==> config.mk <==
export PLATFORM = sky130hd
export DESIGN_NAME = regfile_arbiter
export DESIGN_NICKNAME = d
export VERILOG_FILES = /design/src/rtl/regfile_arb_pkg.sv /design/src/rtl/regfile_arbiter_rr_arbiter.sv /design/src/rtl/regfile_arbiter.sv
export SDC_FILE = /design/constraint.sdc
export NUM_CORES = 1
export LEC_CHECK = 0
export ABC_AREA = 1
export CAP_MARGIN = 20
export CORE_MARGIN = 2
export CORE_UTILIZATION = 39
export DETAILED_ROUTE_END_ITERATION = 16
export GPL_ROUTABILITY_DRIVEN = 0
export GPL_TIMING_DRIVEN = 1
export PLACE_DENSITY = 0.77
export SLEW_MARGIN = 20
export SYNTH_ARGS = -nofsm -noshare
export SYNTH_HDL_FRONTEND = slang
export SYNTH_SLANG_ARGS = --single-unit
==> constraint.sdc <==
create_clock -name CLK -period 1.45 [get_ports CLK]
set_clock_uncertainty 0.15 [all_clocks]
set_input_delay 0.3625 -clock CLK [delete_from_list [all_inputs] [get_ports CLK]]
set_output_delay 0.3625 -clock CLK [all_outputs]
set_load 0.05 [all_outputs]
==> src/rtl/regfile_arb_pkg.sv <==
// Shared types for the register-file arbiter.
package regfile_arb_pkg;

    typedef enum logic [1:0] {
        IDLE  = 2'd0,
        ISSUE = 2'd1,
        RESP  = 2'd2
    } state_t;

endpackage

==> src/rtl/regfile_arbiter_rr_arbiter.sv <==
// Combinational round-robin picker: the search starts at ptr and wraps.
// Returns a one-hot grant and the binary index of the winner.
module rr_arbiter #(
    parameter int unsigned N  = 2,
    parameter int unsigned PW = (N > 1) ? $clog2(N) : 1
) (
    input  logic [N-1:0]  req,
    input  logic [PW-1:0] ptr,
    output logic [N-1:0]  gnt,
    output logic [PW-1:0] winner
);

    // First requester found at or after ptr (modulo N) wins.
    always_comb begin
        gnt    = '0;
        winner = '0;
        for (int unsigned k = 0; k < N; k++) begin
            int unsigned idx;
            idx = (32'(ptr) + k) % N;
            if (gnt == '0 && req[idx]) begin
                gnt[idx] = 1'b1;
                winner   = PW'(idx);
            end
        end
    end

endmodule

==> src/rtl/regfile_arbiter.sv <==
// Round-robin arbiter sharing one register file (sync write, comb read)
// between NUM_REQ requesters. Commands run IDLE -> ISSUE -> RESP; GNT
// pulses in ISSUE, DONE pulses in RESP with read data on RDATA.
module regfile_arbiter
    import regfile_arb_pkg::*;
#(
    parameter int unsigned NUM_REQ   = 2,
    parameter int unsigned NUM_REGS  = 8,
    parameter int unsigned REG_SIZE  = 4,
    parameter int unsigned ADDR_SIZE = 3
) (
    input  logic                           CLK,
    input  logic                           CLR,
    input  logic [NUM_REQ-1:0]             REQ,
    input  logic [NUM_REQ-1:0]             WE,
    input  logic [NUM_REQ*ADDR_SIZE-1:0]   ADDR,
    input  logic [NUM_REQ*REG_SIZE-1:0]    WDATA,
    output logic [NUM_REQ-1:0]             GNT,
    output logic [NUM_REQ-1:0]             DONE,
    output logic [REG_SIZE-1:0]            RDATA,
    output logic                           BUSY,
    output logic                           RF_WrEn,
    output logic [ADDR_SIZE-1:0]           RF_WA,
    output logic [ADDR_SIZE-1:0]           RF_RA,
    output logic [REG_SIZE-1:0]            RF_DIN,
    input  logic [REG_SIZE-1:0]            RF_DOUT
);

    localparam int unsigned PW = (NUM_REQ > 1) ? $clog2(NUM_REQ) : 1;

    state_t               state, state_nx;
    logic [PW-1:0]        ptr;
    logic [PW-1:0]        win_idx;
    logic [NUM_REQ-1:0]   win_oh;
    logic                 take;
    logic                 sel_we;
    logic                 sel_ok;
    logic [ADDR_SIZE-1:0] sel_addr;
    logic [REG_SIZE-1:0]  sel_data;
    logic                 cmd_we;
    logic                 cmd_ok;

    rr_arbiter #(
        .N  (NUM_REQ),
        .PW (PW)
    ) u_rr (
        .req    (REQ),
        .ptr    (ptr),
        .gnt    (win_oh),
        .winner (win_idx)
    );

    // Next state and the decision to accept a new command this cycle.
    always_comb begin
        state_nx = state;
        take     = 1'b0;
        unique case (state)
            IDLE: begin
                if (|REQ) begin
                    take     = 1'b1;
                    state_nx = ISSUE;
                end
            end
            ISSUE: state_nx = RESP;
            RESP: begin
                if (|REQ) begin
                    take     = 1'b1;
                    state_nx = ISSUE;
                end else begin
                    state_nx = IDLE;
                end
            end
            default: state_nx = IDLE;
        endcase
    end

    // Select the winner's command slice.
    always_comb begin
        sel_we   = WE[win_idx];
        sel_addr = ADDR[win_idx*ADDR_SIZE +: ADDR_SIZE];
        sel_data = WDATA[win_idx*REG_SIZE +: REG_SIZE];
        sel_ok   = (32'(sel_addr) < NUM_REGS);
    end

    // State register.
    always_ff @(posedge CLK or negedge CLR) begin
        if (!CLR) state <= IDLE;
        else      state <= state_nx;
    end

    // Command latch, registered RF port, GNT/DONE pulses, RDATA and pointer.
    // The RF_WA/RF_RA/RF_DIN registers double as the latched address/data,
    // loaded at the edge entering ISSUE and cleared at the edge leaving it.
    // DONE reuses the one-hot GNT register of the ISSUE cycle.
    always_ff @(posedge CLK or negedge CLR) begin
        if (!CLR) begin
            ptr     <= '0;
            cmd_we  <= 1'b0;
            cmd_ok  <= 1'b0;
            GNT     <= '0;
            DONE    <= '0;
            RDATA   <= '0;
            RF_WrEn <= 1'b0;
            RF_WA   <= '0;
            RF_RA   <= '0;
            RF_DIN  <= '0;
        end else begin
            GNT     <= '0;
            DONE    <= '0;
            RF_WrEn <= 1'b0;
            RF_WA   <= '0;
            RF_RA   <= '0;
            RF_DIN  <= '0;
            if (take) begin
                cmd_we  <= sel_we;
                cmd_ok  <= sel_ok;
                GNT     <= win_oh;
                RF_WrEn <= sel_we & sel_ok;
                RF_WA   <= sel_addr;
                RF_RA   <= sel_addr;
                RF_DIN  <= sel_data;
                ptr     <= (win_idx == PW'(NUM_REQ - 1)) ? '0 : win_idx + PW'(1);
            end
            if (state == ISSUE) begin
                DONE <= GNT;
                if (!cmd_we) RDATA <= cmd_ok ? RF_DOUT : '0;
            end
        end
    end

    assign BUSY = (state != IDLE);

endmodule
# Yosys cells after proc, flatten, opt, wreduce, memory -nomap -nowiden
# Cells that the tools add are included.
[totals] register_bits=21 input_bits=24 out_inout_bits=20 word_cells=60
[classes] add_sub_neg=2 mul=1 n_lt_le_gt_ge=5 eq_ne=3 shift=2 n_mux=26 n_bitwise=2 n_reduce_logical=9
[ops] op="1-bit 2-to-1 mux" n=15
[ops] op="2-bit 2-to-1 mux" n=5
[ops] op="4-bit 2-to-1 mux" n=2
[ops] op="8-bit by 4-bit indexed part select with 4-bit output" n=1
[ops] op="1-bit by 2-bit < comparator with 1-bit output, second input constant" n=3
[ops] op="2-bit one-hot mux with 3 select lines" n=1
[ops] op="6-bit by 4-bit indexed part select with 3-bit output" n=1
[ops] op="2-bit logical NOT" n=2
[ops] op="2-bit OR reduction" n=2
[ops] op="1-bit logical AND" n=3
[ops] op="1-bit by 2-bit multiplier with 3-bit output, second input constant" n=1
[ops] op="3-bit 2-to-1 mux" n=1
[ops] op="1-bit adder, second input constant" n=2
[ops] op="1-bit demux with 1-bit select" n=2
[ops] op="2-bit by 1-bit equality test with 1-bit output, second input constant" n=1
[ops] op="2-bit equality test, second input constant" n=1
[ops] op="1-bit greater-or-equal comparator, second input constant" n=2
[ops] op="2-bit != test, second input constant" n=1
[ops] op="2-bit OR" n=1
[ops] op="2-bit AND reduction" n=1
[ops] op="2-bit nonzero test" n=1
[ops] op="1-bit inverter" n=1

# Logic depth before layout (Yosys ltp)
[logic_depth] ltp_word=11 ltp_mapped=6 depth_no_buf=6

# By module
# A second synthesis with hierarchy kept.
[hier_totals] hier_cells=119 hier_area_um2=954.7
[by_module_without_submodules] mod="regfile_arbiter" n_inst=1 cells_each=114 area_each_um2=925.9 seq_area_each_um2=525.5
[by_module_without_submodules] mod="rr_arbiter" n_inst=1 cells_each=5 area_each_um2=28.8 seq_area_each_um2=0.0

# Least setup slack after synthesis
# No wires, ideal clock.
[synth_path] kind="register to output" start="register RF_RA[0] (netlist name)" end="output port RF_WA[0]" arrival_ns=0.886 required_time_ns=0.938 path_slack_ns=0.051 stages_incl_launch_ff=2 n_path_buf=1 cell_sequence="dfrtp_1 -> buf_4"
[synth_rtl] element="end, declared" line_no="regfile_arbiter.sv:23" source="output logic [ADDR_SIZE-1:0] RF_WA,"

# Final worst setup path
[layout_path] start="register state[0]" end="output port BUSY"
[layout_between] elab_chain_cells=1
[layout_lines] element="start, declared" line_no="regfile_arbiter.sv:31" source="state_t state, state_nx;"
[layout_lines] element="start signal, assigned" line_no="regfile_arbiter.sv:88" source="else state <= state_nx;"
[layout_lines] element="2-bit nonzero test" line_no="regfile_arbiter.sv:131" source="assign BUSY = (state != IDLE);"
[layout_lines] element="end, declared" line_no="regfile_arbiter.sv:21" source="output logic BUSY,"
# Every way passes these cells.

==> results.sh <==
export IMPL_outcome="finished with violations"
export IMPL_violations="setup timing"
export IMPL_via_per_inst=4.66
export IMPL_critPathMaxFanout=2
export IMPL_met3_usage_pct=2.00
export IMPL_synth_net_count=119
export IMPL_cp_cell_sequence="inv_2 > nand2_2 > buf_12"
export IMPL_clockBufferDepth=2
export IMPL_period_share_pct=104
export IMPL_use_met2_pct=33.5
export IMPL_dp_hpwl_mm=1.75
export IMPL_drt_iter0_drc=15
export IMPL_cp_buffers_inverters=2
export IMPL_finalMaxSlewViolations=0
export IMPL_num_nets_final=171
export IMPL_grt_max_degree=22
export IMPL_grt_pass1_vias=823
export IMPL_power_density_mw_per_mm2=1360
export IMPL_setup_violations=1
export IMPL_clock_latency_ps=300
export IMPL_netlist_area_um2=908
export IMPL_crit_path_max_incr_delay_ps=410
export IMPL_slowest_stage="dfrtp_1"
export IMPL_p_comb_share_pct=51.1
export IMPL_p_leak_uw=0.000775
export IMPL_overflow=0
export IMPL_cp_end_kind="output pin"
export IMPL_regArea_um2=529
export IMPL_pin_count=44
export IMPL_yosys_warnings=0
export IMPL_numCtsBuffers=3
export IMPL_wl_per_cell_um=12.5
export IMPL_vias=811
export IMPL_postSynthAreaPerCell_um2=9.56
export IMPL_use_met1_pct=18.0
export IMPL_crit_type="reg -> out"
export IMPL_fill_cells=164
export IMPL_ys_ff_latch=21
export IMPL_fin_ws_ps=-61.2
export IMPL_core_area_mm2=0.00221
export IMPL_die_area_mm2=0.00273
export IMPL_crit_family="flip-flops"
export IMPL_intPower_uw=1350
export IMPL_clockRootBuffer="clkbuf_4"
export IMPL_cts_sinks=21
export IMPL_drt_first_pass_iters=4
export IMPL_placement_rows=17
export IMPL_p_seq_share_pct=36.7
export IMPL_cap_violations=0
export IMPL_hold_slack_ps=224
export IMPL_htree_num_levels=1
export IMPL_diodes=0
export IMPL_grt_pass1_wl_mm=3.41
export IMPL_cts_tree="built"
export IMPL_power_switching_uw=881
export IMPL_die_h_um=52.3
export IMPL_final_util_pct=73.9
export IMPL_grtUsageTotal_pct=17.1
export IMPL_ant_nets=0
export IMPL_hold_class="in -> async"
export IMPL_synth_cell_types=17
export IMPL_tightest_slew_ps=255
export IMPL_layout_commonest_cell="clkdlybuf4s50_1"
export IMPL_swShare_pct=39.5
export IMPL_port_buffers=43
export IMPL_cp_arrival_ps=1000
export IMPL_die_w_um=52.3
export IMPL_drive_gt1_share_pct=32.9
export IMPL_routed_wl_mm=2.17
export IMPL_worstPathRequired_ps=940
export IMPL_netlist_instances=95
export IMPL_ys_seq_area_share_pct=57.9
export IMPL_hold_viol=0
export IMPL_peakVddDrop_mv=1.15
export IMPL_clk_pin_slew_ps=110
export IMPL_rsz0062_at_grt="yes"
export IMPL_initial_utilization_pct=41.1
export IMPL_layout_common_cells="clkdlybuf4s50_1, buf_12, nor2_1"
export IMPL_start_kind="flop"
export IMPL_multi_input_area_um2=305
export IMPL_relSlewSlack_pct=83.0
export IMPL_busiest_layer="met2"
export IMPL_area_delta_synth_final_pct=79.9
export IMPL_max_freq_mhz=662
export IMPL_period_minus_slack_ps=1510
export IMPL_drc=0
export IMPL_antenna_found_initial=0
export IMPL_clkPwrFrac_pct=12.2
cells in the mapped netlist:
| cell type | instances | area share [%] |
|---|---|---|
| dfrtp_1 | 21 | 58 |
| nor2_1 | 19 | 7.9 |
| nand2_1 | 15 | 6.2 |
| inv_1 | 8 | 3.3 |
| nand3b_1 | 7 | 5.8 |
| nand3_1 | 5 | 2.8 |
| o21ai_0 | 4 | 2.2 |
| buf_4 | 3 | 2.5 |
| nand2_2 | 3 | 2.1 |
| inv_2 | 2 | 0.83 |
| nor2_4 | 2 | 2.5 |
| buf_6 | 1 | 1.2 |
| clkinv_4 | 1 | 0.96 |
| nand2_4 | 1 | 1.2 |
| nand3_2 | 1 | 1.1 |
| o21ai_2 | 1 | 0.96 |
| or2_1 | 1 | 0.69 |
worst register-to-register path: cells and delay by family, from the launching register on:
kind | cells | cell delay (ps)
buffers and inverters | 2 | 280
DFF | 1 | 410
and+or+nand+nor | 4 | 340
power by group through the flow:
| stage | combinational [µW] | clock, µW | sequential, µW |
|---|---|---|---|
| floorplan | 254 | 0 | 1080 |
| global placement | 1100 | 0 | 822 |
| detailed placement | 1120 | 0 | 830 |
| CTS | 1140 | 287 | 816 |
| global route | 1190 | 306 | 830 |
| finish | 1140 | 273 | 817 |
area by class of cell:
class	count	area share, %
inverter	11	2.83
clock buffer	3	1.38
clock inverter	1	0.306
multi-input combinational	59	18.7
sequential	21	32.4
tap	28	2.14
timing repair buffer	51	42.3
state kept, by name, indices dropped and copies added, names as in the netlist:
signal   cells
RDATA        4
DONE         2
cmd_ok       1
RF_WrEn      1
GNT          2
RF_RA        3
ptr          1
RF_DIN       4
cmd_we       1
state        2
kinds of logic (layout without fill, tap and decap cells):
group / count (synthesis) / count (layout) / synth area share (%)
simple gates: 54 / 54 / 30.2
flops: 21 / 21 / 57.9
buf+inv: 15 / 66 / 8.82
compound gates: 5 / 5 / 3.17
stage by stage:
stage	TNS, ps	cells	setup slack, ps	total power, µW	area, µm²
4_1_cts	-53.7	173	-53.7	2240	1620
3_3_place_gp	-1610	166	-168	1920	1570
2_1_floorplan	0	95	51.2	1330	908
6_report	-61.2	174	-61.2	2230	1630
3_5_place_dp	-2060	166	-214	1950	1570
5_1_grt	-156	174	-104	2320	1630
layer usage:
metal  vias up  share of wire, %
li1        390                 -
met1       384                37
met2        33                57
met3         4               4.6
met4         0               1.6
met5         -                 0
worst paths after layout:
| path | from | to | slack (ps) | cells past startpoint |
|---|---|---|---|---|
| worst min-delay path | CLR | RDATA[2] | 220 | 2 |
| worst min register to register | GNT[1] | DONE[1] | 390 | 2 |
| max in group asynchronous | CLR | RF_RA[1] | 690 | 2 |
| worst max register to register | state[0] | RDATA[3] | 180 | 6 |
| min in group CLK | GNT[1] | DONE[1] | 390 | 2 |
| worst max-delay path | state[0] | BUSY | -60 | 3 |
timing repair:
| item | in CTS | in global routing |
|---|---|---|
| gates resized for setup | 2 | 3 |
| setup endpoints to repair | 1 | 7 |
| cloned | 0 | 0 |
| hold buffers | 0 | 0 |
| setup buffers | 3 | 1 |
| endpoints found under the hold margin | 0 | 0 |
| pin swaps | 1 | 0 |
Note: power is estimated with default switching activity, not from simulation.
